--- src/rtl/ppc_types.sv ---
// Shared load/store types, access-size encodings and the combinational
// helpers used for byte-lane steering and load-result formatting.
// Lane k is the big-endian byte k of a 32-bit word, i.e. data bits
// [31-8k -: 8]; enable vectors carry lane 0 in bit 3 and lane 3 in bit 0.
package ppc_types;

    localparam logic [1:0] LSU_BYTE = 2'd0;
    localparam logic [1:0] LSU_HALF = 2'd1;
    localparam logic [1:0] LSU_WORD = 2'd3;

    typedef struct packed {
        logic [1:0] word_size;
        logic       sign_extend;
        logic       byte_reverse;
    } lsu_control_t;

    typedef struct packed {
        logic [1:0] offset;
        logic [1:0] size;
        logic       sign_extend;
        logic       byte_reverse;
    } lsu_track_t;

    function automatic logic [31:0] lsu_bswap(input logic [31:0] w);
        return {w[7:0], w[15:8], w[23:16], w[31:24]};
    endfunction

    // Size 2 is not a legal encoding, so it is always reported as misaligned.
    function automatic logic lsu_misaligned(input logic [1:0] size, input logic [1:0] offset);
        logic mis;
        case (size)
            LSU_BYTE: mis = 1'b0;
            LSU_HALF: mis = (offset == 2'd3);
            LSU_WORD: mis = (offset != 2'd0);
            default:  mis = 1'b1;
        endcase
        return mis;
    endfunction

    function automatic logic [3:0] lsu_lanes(input logic [1:0] size, input logic [1:0] offset);
        logic [3:0] lanes;
        case (size)
            LSU_BYTE: lanes = 4'b1000 >> offset;
            LSU_HALF: lanes = 4'b1100 >> offset;
            LSU_WORD: lanes = 4'b1111;
            default:  lanes = 4'b0000;
        endcase
        return lanes;
    endfunction

    // Places the low-order bytes of src MSB-first starting at lane offset.
    function automatic logic [31:0] lsu_steer(input logic [31:0] src, input logic [1:0] size,
                                              input logic [1:0] offset, input logic brev);
        logic [31:0] placed;
        logic [15:0] half;
        logic [4:0]  shamt;
        shamt = {offset, 3'b000};
        half  = brev ? {src[7:0], src[15:8]} : src[15:0];
        case (size)
            LSU_BYTE: placed = {src[7:0], 24'h0} >> shamt;
            LSU_HALF: placed = {half, 16'h0} >> shamt;
            LSU_WORD: placed = brev ? lsu_bswap(src) : src;
            default:  placed = 32'h0;
        endcase
        return placed;
    endfunction

    // Left-aligns the addressed lanes, optionally reverses them, then
    // right-justifies and extends to a full register value.
    function automatic logic [31:0] lsu_format(input logic [31:0] word, input lsu_track_t t);
        logic [31:0] aligned;
        logic [7:0]  b;
        logic [15:0] h;
        logic [31:0] res;
        aligned = word << {t.offset, 3'b000};
        b = aligned[31:24];
        h = t.byte_reverse ? {aligned[23:16], aligned[31:24]} : aligned[31:16];
        case (t.size)
            LSU_BYTE: res = {{24{t.sign_extend & b[7]}}, b};
            LSU_HALF: res = {{16{t.sign_extend & h[15]}}, h};
            default:  res = t.byte_reverse ? lsu_bswap(aligned) : aligned;
        endcase
        return res;
    endfunction

endpackage

--- src/rtl/lsu_tracking_fifo.sv ---
// In-order tracking FIFO holding the formatting info of outstanding loads.
// Works for any DEPTH >= 2; pointers wrap explicitly at DEPTH-1.
module lsu_tracking_fifo
    import ppc_types::*;
#(
    parameter int DEPTH = 4
) (
    input  logic                         clk,
    input  logic                         rst,
    input  logic                         push,
    input  lsu_track_t                   push_data,
    input  logic                         pop,
    output lsu_track_t                   head,
    output logic                         full,
    output logic                         empty,
    output logic [$clog2(DEPTH+1)-1:0]   count
);

    localparam int PTR_W = $clog2(DEPTH);
    localparam int CNT_W = $clog2(DEPTH+1);
    localparam logic [PTR_W-1:0] LAST = PTR_W'(DEPTH - 1);

    lsu_track_t             entries_q [DEPTH];
    logic [PTR_W-1:0]       wr_ptr_q;
    logic [PTR_W-1:0]       rd_ptr_q;
    logic [CNT_W-1:0]       count_q;
    logic                   push_ok;
    logic                   pop_ok;

    assign full    = (count_q == CNT_W'(DEPTH));
    assign empty   = (count_q == '0);
    assign count   = count_q;
    assign head    = entries_q[rd_ptr_q];
    assign push_ok = push && !full;
    assign pop_ok  = pop && !empty;

    // Pointer and occupancy bookkeeping; push and pop together leave count unchanged.
    always_ff @(posedge clk) begin
        if (rst) begin
            wr_ptr_q <= '0;
            rd_ptr_q <= '0;
            count_q  <= '0;
        end else begin
            if (push_ok) begin
                wr_ptr_q <= (wr_ptr_q == LAST) ? '0 : wr_ptr_q + 1'b1;
            end
            if (pop_ok) begin
                rd_ptr_q <= (rd_ptr_q == LAST) ? '0 : rd_ptr_q + 1'b1;
            end
            case ({push_ok, pop_ok})
                2'b10:   count_q <= count_q + 1'b1;
                2'b01:   count_q <= count_q - 1'b1;
                default: count_q <= count_q;
            endcase
        end
    end

    // Entry storage needs no reset; only slots between the pointers are ever read.
    always_ff @(posedge clk) begin
        if (push_ok) begin
            entries_q[wr_ptr_q] <= push_data;
        end
    end

endmodule

--- src/rtl/lsu_aligned_ppc.sv ---
// Two-stage load/store unit: stage 0 captures the issued op, stage 1 holds
// the effective address, lane enables and steered store data until the data
// cache accepts it. Misaligned ops are dropped with an exception pulse, and
// load responses are formatted using the in-order tracking FIFO.
module lsu_aligned_ppc
    import ppc_types::*;
#(
    parameter int RS_ID_WIDTH = 5,
    parameter int DEPTH       = 4
) (
    input  logic                   clk,
    input  logic                   rst,
    input  logic                   input_valid,
    output logic                   input_ready,
    input  logic [RS_ID_WIDTH-1:0] rs_id_in,
    input  logic [4:0]             result_reg_addr_in,
    input  logic [31:0]            op1,
    input  logic [31:0]            op2,
    input  logic [31:0]            source,
    input  logic                   store,
    input  lsu_control_t           control,
    output logic                   to_mem_valid,
    input  logic                   to_mem_ready,
    output logic [RS_ID_WIDTH-1:0] to_mem_rs_id,
    output logic [4:0]             to_mem_reg_addr,
    output logic [31:0]            mem_address,
    output logic [3:0]             mem_write_en,
    output logic [3:0]             mem_read_en,
    output logic [31:0]            mem_write_data,
    input  logic                   from_mem_valid,
    output logic                   from_mem_ready,
    input  logic [RS_ID_WIDTH-1:0] from_mem_rs_id,
    input  logic [4:0]             from_mem_reg_addr,
    input  logic [31:0]            mem_read_data,
    output logic                   output_valid,
    input  logic                   output_ready,
    output logic [RS_ID_WIDTH-1:0] rs_id_out,
    output logic [4:0]             result_reg_addr_out,
    output logic [31:0]            result,
    output logic                   exc_valid,
    output logic [RS_ID_WIDTH-1:0] exc_rs_id,
    output logic [31:0]            exc_address
);

    localparam int CNT_W = $clog2(DEPTH+1);

    logic                   v0_q;
    logic [RS_ID_WIDTH-1:0] rs_id0_q;
    logic [4:0]             reg0_q;
    logic [31:0]            op1_0_q;
    logic [31:0]            op2_0_q;
    logic [31:0]            src0_q;
    logic                   store0_q;
    lsu_control_t           ctrl0_q;

    logic                   v1_q;
    logic [RS_ID_WIDTH-1:0] rs_id1_q;
    logic [4:0]             reg1_q;
    logic [31:0]            ea1_q;
    logic                   store1_q;
    logic                   mis1_q;
    lsu_track_t             track1_q;
    logic [3:0]             wen1_q;
    logic [3:0]             ren1_q;
    logic [31:0]            wdata1_q;

    logic                   exc_valid_q;
    logic [RS_ID_WIDTH-1:0] exc_rs_id_q;
    logic [31:0]            exc_address_q;

    logic [31:0]            ea_d;
    logic                   mis_d;
    logic [3:0]             lanes_d;
    logic [31:0]            wdata_d;
    lsu_track_t             track_d;

    logic                   fifo_full;
    logic                   fifo_empty;
    logic [CNT_W-1:0]       fifo_count;
    lsu_track_t             fifo_head;
    logic                   accepted;
    logic                   en0;
    logic                   en1;
    logic                   push;
    logic                   pop;

    assign ea_d    = op1_0_q + op2_0_q;
    assign mis_d   = lsu_misaligned(ctrl0_q.word_size, ea_d[1:0]);
    assign lanes_d = mis_d ? 4'b0000 : lsu_lanes(ctrl0_q.word_size, ea_d[1:0]);
    assign wdata_d = (store0_q && !mis_d)
                   ? lsu_steer(src0_q, ctrl0_q.word_size, ea_d[1:0], ctrl0_q.byte_reverse)
                   : 32'h0;
    assign track_d = '{offset:       ea_d[1:0],
                       size:         ctrl0_q.word_size,
                       sign_extend:  ctrl0_q.sign_extend,
                       byte_reverse: ctrl0_q.byte_reverse};

    // A load waits while the FIFO is full, even if a response frees a slot this cycle.
    assign to_mem_valid = v1_q && !mis1_q && (store1_q || !fifo_full);
    assign accepted     = to_mem_valid && to_mem_ready;
    assign en1          = (!v1_q && v0_q) || (v1_q && (accepted || mis1_q));
    assign en0          = !v0_q || en1;
    assign input_ready  = en0;
    assign push         = accepted && !store1_q;
    assign pop          = from_mem_valid && output_ready;

    assign to_mem_rs_id    = rs_id1_q;
    assign to_mem_reg_addr = reg1_q;
    assign mem_address     = {ea1_q[31:2], 2'b00};
    assign mem_write_en    = wen1_q;
    assign mem_read_en     = ren1_q;
    assign mem_write_data  = wdata1_q;

    assign from_mem_ready      = output_ready;
    assign output_valid        = from_mem_valid;
    assign rs_id_out           = from_mem_rs_id;
    assign result_reg_addr_out = from_mem_reg_addr;
    assign result              = lsu_format(mem_read_data, fifo_head);

    assign exc_valid   = exc_valid_q;
    assign exc_rs_id   = exc_rs_id_q;
    assign exc_address = exc_address_q;

    // Stage 0: capture the issued op whenever the stage is free or moving on.
    always_ff @(posedge clk) begin
        if (rst) begin
            v0_q     <= 1'b0;
            rs_id0_q <= '0;
            reg0_q   <= '0;
            op1_0_q  <= '0;
            op2_0_q  <= '0;
            src0_q   <= '0;
            store0_q <= 1'b0;
            ctrl0_q  <= '0;
        end else if (en0) begin
            v0_q     <= input_valid;
            rs_id0_q <= rs_id_in;
            reg0_q   <= result_reg_addr_in;
            op1_0_q  <= op1;
            op2_0_q  <= op2;
            src0_q   <= source;
            store0_q <= store;
            ctrl0_q  <= control;
        end
    end

    // Stage 1: register EA, alignment verdict, lane enables and steered data.
    always_ff @(posedge clk) begin
        if (rst) begin
            v1_q     <= 1'b0;
            rs_id1_q <= '0;
            reg1_q   <= '0;
            ea1_q    <= '0;
            store1_q <= 1'b0;
            mis1_q   <= 1'b0;
            track1_q <= '0;
            wen1_q   <= '0;
            ren1_q   <= '0;
            wdata1_q <= '0;
        end else if (en1) begin
            v1_q     <= v0_q;
            rs_id1_q <= rs_id0_q;
            reg1_q   <= reg0_q;
            ea1_q    <= ea_d;
            store1_q <= store0_q;
            mis1_q   <= mis_d;
            track1_q <= track_d;
            wen1_q   <= store0_q ? lanes_d : 4'b0000;
            ren1_q   <= store0_q ? 4'b0000 : lanes_d;
            wdata1_q <= wdata_d;
        end
    end

    // One-cycle alignment exception raised as a misaligned op leaves stage 1.
    always_ff @(posedge clk) begin
        if (rst) begin
            exc_valid_q   <= 1'b0;
            exc_rs_id_q   <= '0;
            exc_address_q <= '0;
        end else begin
            exc_valid_q <= v1_q && mis1_q;
            if (v1_q && mis1_q) begin
                exc_rs_id_q   <= rs_id1_q;
                exc_address_q <= ea1_q;
            end
        end
    end

    lsu_tracking_fifo #(
        .DEPTH(DEPTH)
    ) u_fifo (
        .clk       (clk),
        .rst       (rst),
        .push      (push),
        .push_data (track1_q),
        .pop       (pop),
        .head      (fifo_head),
        .full      (fifo_full),
        .empty     (fifo_empty),
        .count     (fifo_count)
    );

    // Memory must only answer loads that are actually outstanding.
    assert property (@(posedge clk) disable iff (rst) pop |-> !fifo_empty);

    // Occupancy can never exceed the configured depth.
    assert property (@(posedge clk) disable iff (rst) fifo_count <= CNT_W'(DEPTH));

endmodule

--- config.mk ---
export PLATFORM = sky130hd
export DESIGN_NAME = lsu_aligned_ppc
export DESIGN_NICKNAME = d
export VERILOG_FILES = /design/src/rtl/ppc_types.sv /design/src/rtl/lsu_tracking_fifo.sv /design/src/rtl/lsu_aligned_ppc.sv
export SDC_FILE = /design/constraint.sdc
export NUM_CORES = 1
export LEC_CHECK = 0
export CAP_MARGIN = 15
export CORE_ASPECT_RATIO = 0.6
export CORE_UTILIZATION = 40
export CTS_CLUSTER_DIAMETER = 80
export DETAILED_ROUTE_END_ITERATION = 8
export PLACE_DENSITY = 0.75
export SLEW_MARGIN = 20
export SYNTH_ARGS = -nofsm -noshare
export SYNTH_HDL_FRONTEND = slang
export SYNTH_SLANG_ARGS = --single-unit
--- constraint.sdc ---
create_clock -name clk -period 4.2 [get_ports clk]
set_clock_uncertainty 0.05 [all_clocks]
set_input_delay 0.42 -clock clk [delete_from_list [all_inputs] [get_ports clk]]
set_output_delay 0.42 -clock clk [all_outputs]
set_load 0.01 [all_outputs]
==> results.sh <==
export IMPL_relSlewSlack_pct=33.7
export IMPL_ant_nets=0
export IMPL_critPathCaptureType="primary output"
export IMPL_drc=0
export IMPL_period_share_pct=96.4
export IMPL_numClockSinks=272
export IMPL_outcome="completed"
export IMPL_ys_async_sr_fraction_pct=0
export IMPL_die_area_um2=36300
export IMPL_synth_top_cell_area_share_pct=34.9
export IMPL_synth_area_top_cells="dfxtp_1 35%, nand2_1 11%, a21oi_1 9.4%, edfxtp_1 5.1%, mux2i_1 4.0%"
export IMPL_synth_area_um2=14200
export IMPL_setup_ws_ns=0.151
export IMPL_rr_startpoint="op1_0_q[4]"
export IMPL_finalSetupTns_ns=0
export IMPL_wl_mm=47.9
export IMPL_synthCells=1793
export IMPL_port_buffers=302
export IMPL_cp_depth=9
export IMPL_vdd_drop_max_v=0.000248
export IMPL_drive_gt1_share_pct=5.45
export IMPL_hold_violations=0
export IMPL_num_vias=13774
export IMPL_finalNetCount=2159
export IMPL_crit_slowest_cell="clkdlybuf4s50_1"
export IMPL_antennaDiodeCount=0
export IMPL_yosys_warnings=0
export IMPL_synth_most_common_cell="nand2_1"
export IMPL_num_rows=53
export IMPL_p_leak_nw=6.58
export IMPL_clockBufferDepth=3
export IMPL_yosysSeqAreaShare_pct=40.0
export IMPL_cpPeakStageDelay_ns=0.60
export IMPL_core_um2=35000
export IMPL_dp_hpwl_mm=34.6
export IMPL_cts_tree="yes"
export IMPL_fmax_ghz=0.247
export IMPL_hold_ws_ns=0.369
export IMPL_grt_ovfl_total=0
export IMPL_firstDrtPassIters=6
export IMPL_ys_ff_latch=272
export IMPL_cts_hold_buf=0
export IMPL_fp_dieW_um=245
export IMPL_antenna_found_initial=0
export IMPL_rr_worst_depth=8
export IMPL_fin_area_um2=18000
export IMPL_placed_area_um2=17100
export IMPL_reg2reg_slack_ns=1.10
export IMPL_synth_edf_count=24
export IMPL_grt_max_degree=113
export IMPL_wire_per_inst_um=19.6
export IMPL_syn_area_per_cell_um2=7.93
export IMPL_synth_cell_types=77
export IMPL_crit_chain="buf_4 -> mux4_2 -> nor2b_1 -> buf_4 -> nand2_1 -> o21ai_0 -> mux2i_1 -> o211ai_1 -> clkdlybuf4s50_1"
export IMPL_worst_slew_pin_slew_ns=0.990
export IMPL_start_util_pct=40.6
export IMPL_required_ns=3.73
export IMPL_insertion_delay_ns=0.56
export IMPL_yosysTopAreaCell="dfxtp_1"
export IMPL_worst_path_max_fanout=13
export IMPL_cts_resized=0
export IMPL_dp_slack_ns=0.736
export IMPL_fin_crit_ns=4.05
export IMPL_clockRootBuffer="clkbuf_16"
export IMPL_arrival_ns=3.58
export IMPL_io_pins=325
export IMPL_setup_viol=0
export IMPL_final_core_util_pct=51.4
export IMPL_area_growth_pct=26.6
export IMPL_grt_pass1_vias=12949
export IMPL_crit_end="result[8]"
export IMPL_rsz0062_at_grt="no"
export IMPL_grt_pass1_wl_mm=73.3
export IMPL_routabilityCongestion=0.962
export IMPL_drt_initial_drc_count=1270
export IMPL_startpoint_type="register"
export IMPL_p_per_area_nw_per_um2=349
export IMPL_netlist_top_cells_count="418 x nand2_1, 267 x a21oi_1, 248 x dfxtp_1"
export IMPL_die_h_um=148
export IMPL_htreeDepth=1
export IMPL_maxCapViolations=0
export IMPL_clkTransAtPathRegs_ns=0.06
export IMPL_hp_class="in2reg"
export IMPL_fill_cells=3241
export IMPL_cp_common_cell="buf_4"
export IMPL_synth_ff_type="dfxtp_1"
export IMPL_vias_per_cell=5.62
export IMPL_cpLargestDelayFamily="buffers and inverters"
export IMPL_crit_type="reg2out"
export IMPL_post_cts_buffers=0
export IMPL_numCtsBuffers=27
export IMPL_grt_usage_pct=25.5
export IMPL_crit_buf_inv=3
export IMPL_rr_endpoint="ea1_q[22]"
export IMPL_slew_violations=0
## cells by family (layout without fill, tap and decap cells)
kind of cell	count (synthesis)	after routing	synth area share (%)
buf+inv	201	389	6.69
compound gates	530	530	22.4
other cells	1	2	0.0264
flops	272	272	40.0
xor+xnor	22	22	1.36
fa+ha+maj	39	39	3.54
mux	74	74	6.39
simple gates	654	654	19.6
## cell type report
type | instances | area (µm²) | share of cell area, %
clock buffers | 40 | 786 | 4.37
multi-input cells | 1321 | 7600 | 42.2
inverters | 18 | 70.1 | 0.389
repair buffers | 321 | 3190 | 17.7
flip-flops and latches | 272 | 5690 | 31.6
well taps | 467 | 584 | 3.25
clock inverters | 10 | 75.1 | 0.417
## flip-flops by register name, summed over array words and instances, names as in the netlist, 2 cells and up, named ones only
signal / flops
mem_read_en: 4
exc_rs_id: 5
exc_address: 32
u_fifo.rd_ptr_q: 2
u_fifo.wr_ptr_q: 2
to_mem_reg_addr: 5
src0_q: 32
ea1_q: 32
u_fifo.count: 3
mem_write_data: 32
reg0_q: 5
op1_0_q: 32
track1_q: 4
to_mem_rs_id: 5
rs_id0_q: 5
op2_0_q: 32
mem_write_en: 4
u_fifo.entries_q: 24
ctrl0_q: 4
## layout by cell type, fill, tap and decap left out, types with 11 or more instances in the layout
cell type          n
o211ai_1          15
inv_1             17
edfxtp_1          24
mux2i_1           57
o21ai_1           15
mux4_2            13
nand3_1           24
nand2_1          416
a22oi_1           59
buf_4             17
o22ai_1           27
xor2_1            14
nor2b_1           17
a211oi_1          11
nor2_1           106
clkbuf_16         28
clkdlybuf4s50_1  301
a21oi_1          267
and2_1            14
o21ai_0           59
ha_1              37
dfxtp_1          247
## metal layers
| layer | wire [µm] | up-vias | GRT usage, % |
|---|---|---|---|
| li1 | - | 6576 | - |
| met3 | 4130 | 69 | 5.46 |
| met2 | 19600 | 568 | 35.9 |
| met1 | 23000 | 6561 | 38.8 |
| met5 | 0 | - | 0 |
| met4 | 1200 | 0 | 6.52 |
## per-stage QoR
| step | power, mW | cells |
|---|---|---|
| 6_report | 6.29 | 2449 |
| 5_1_grt | 6.55 | 2449 |
| 4_1_cts | 6.32 | 2449 |
| 3_5_place_dp | 3.97 | 2399 |
| 3_3_place_gp | 3.95 | 2399 |
| 2_1_floorplan | 3.51 | 1794 |
## worst min-delay path by stage
stage | startpoint | depth (start not counted) | end | slack (ns)
after global placement | reg0_q[2] | 2 | to_mem_reg_addr[2] | 0.39
final | op1[14] | 3 | op1_0_q[14] | 0.37
after detailed placement | reg0_q[4] | 2 | to_mem_reg_addr[4] | 0.39
after CTS | control[3] | 3 | ctrl0_q[3] | 0.35
after floorplan | ctrl0_q[1] | 2 | ctrl0_q[1] | 0.38
after global routing | op2[2] | 3 | op2_0_q[2] | 0.37
## report_power, final
| part | internal (mW) | total [mW] | leakage, nW | switching [mW] |
|---|---|---|---|---|
| Sequential | 2.73 | 2.85 | 2.27 | 0.118 |
| Clock | 1.31 | 2.36 | 0.423 | 1.05 |
| Combinational | 0.491 | 1.08 | 3.89 | 0.594 |
## worst reg2reg max path, cell delays in order (launching register included)
cell	delay (ns)
dfxtp_1	0.31
ha_1	0.37
a21oi_1	0.36
nor2b_1	0.39
a211oi_4	0.14
o31ai_1	0.60
o21bai_1	0.23
nor4b_1	0.20
a311o_1	0.33
(Power assumes the default switching activity.)
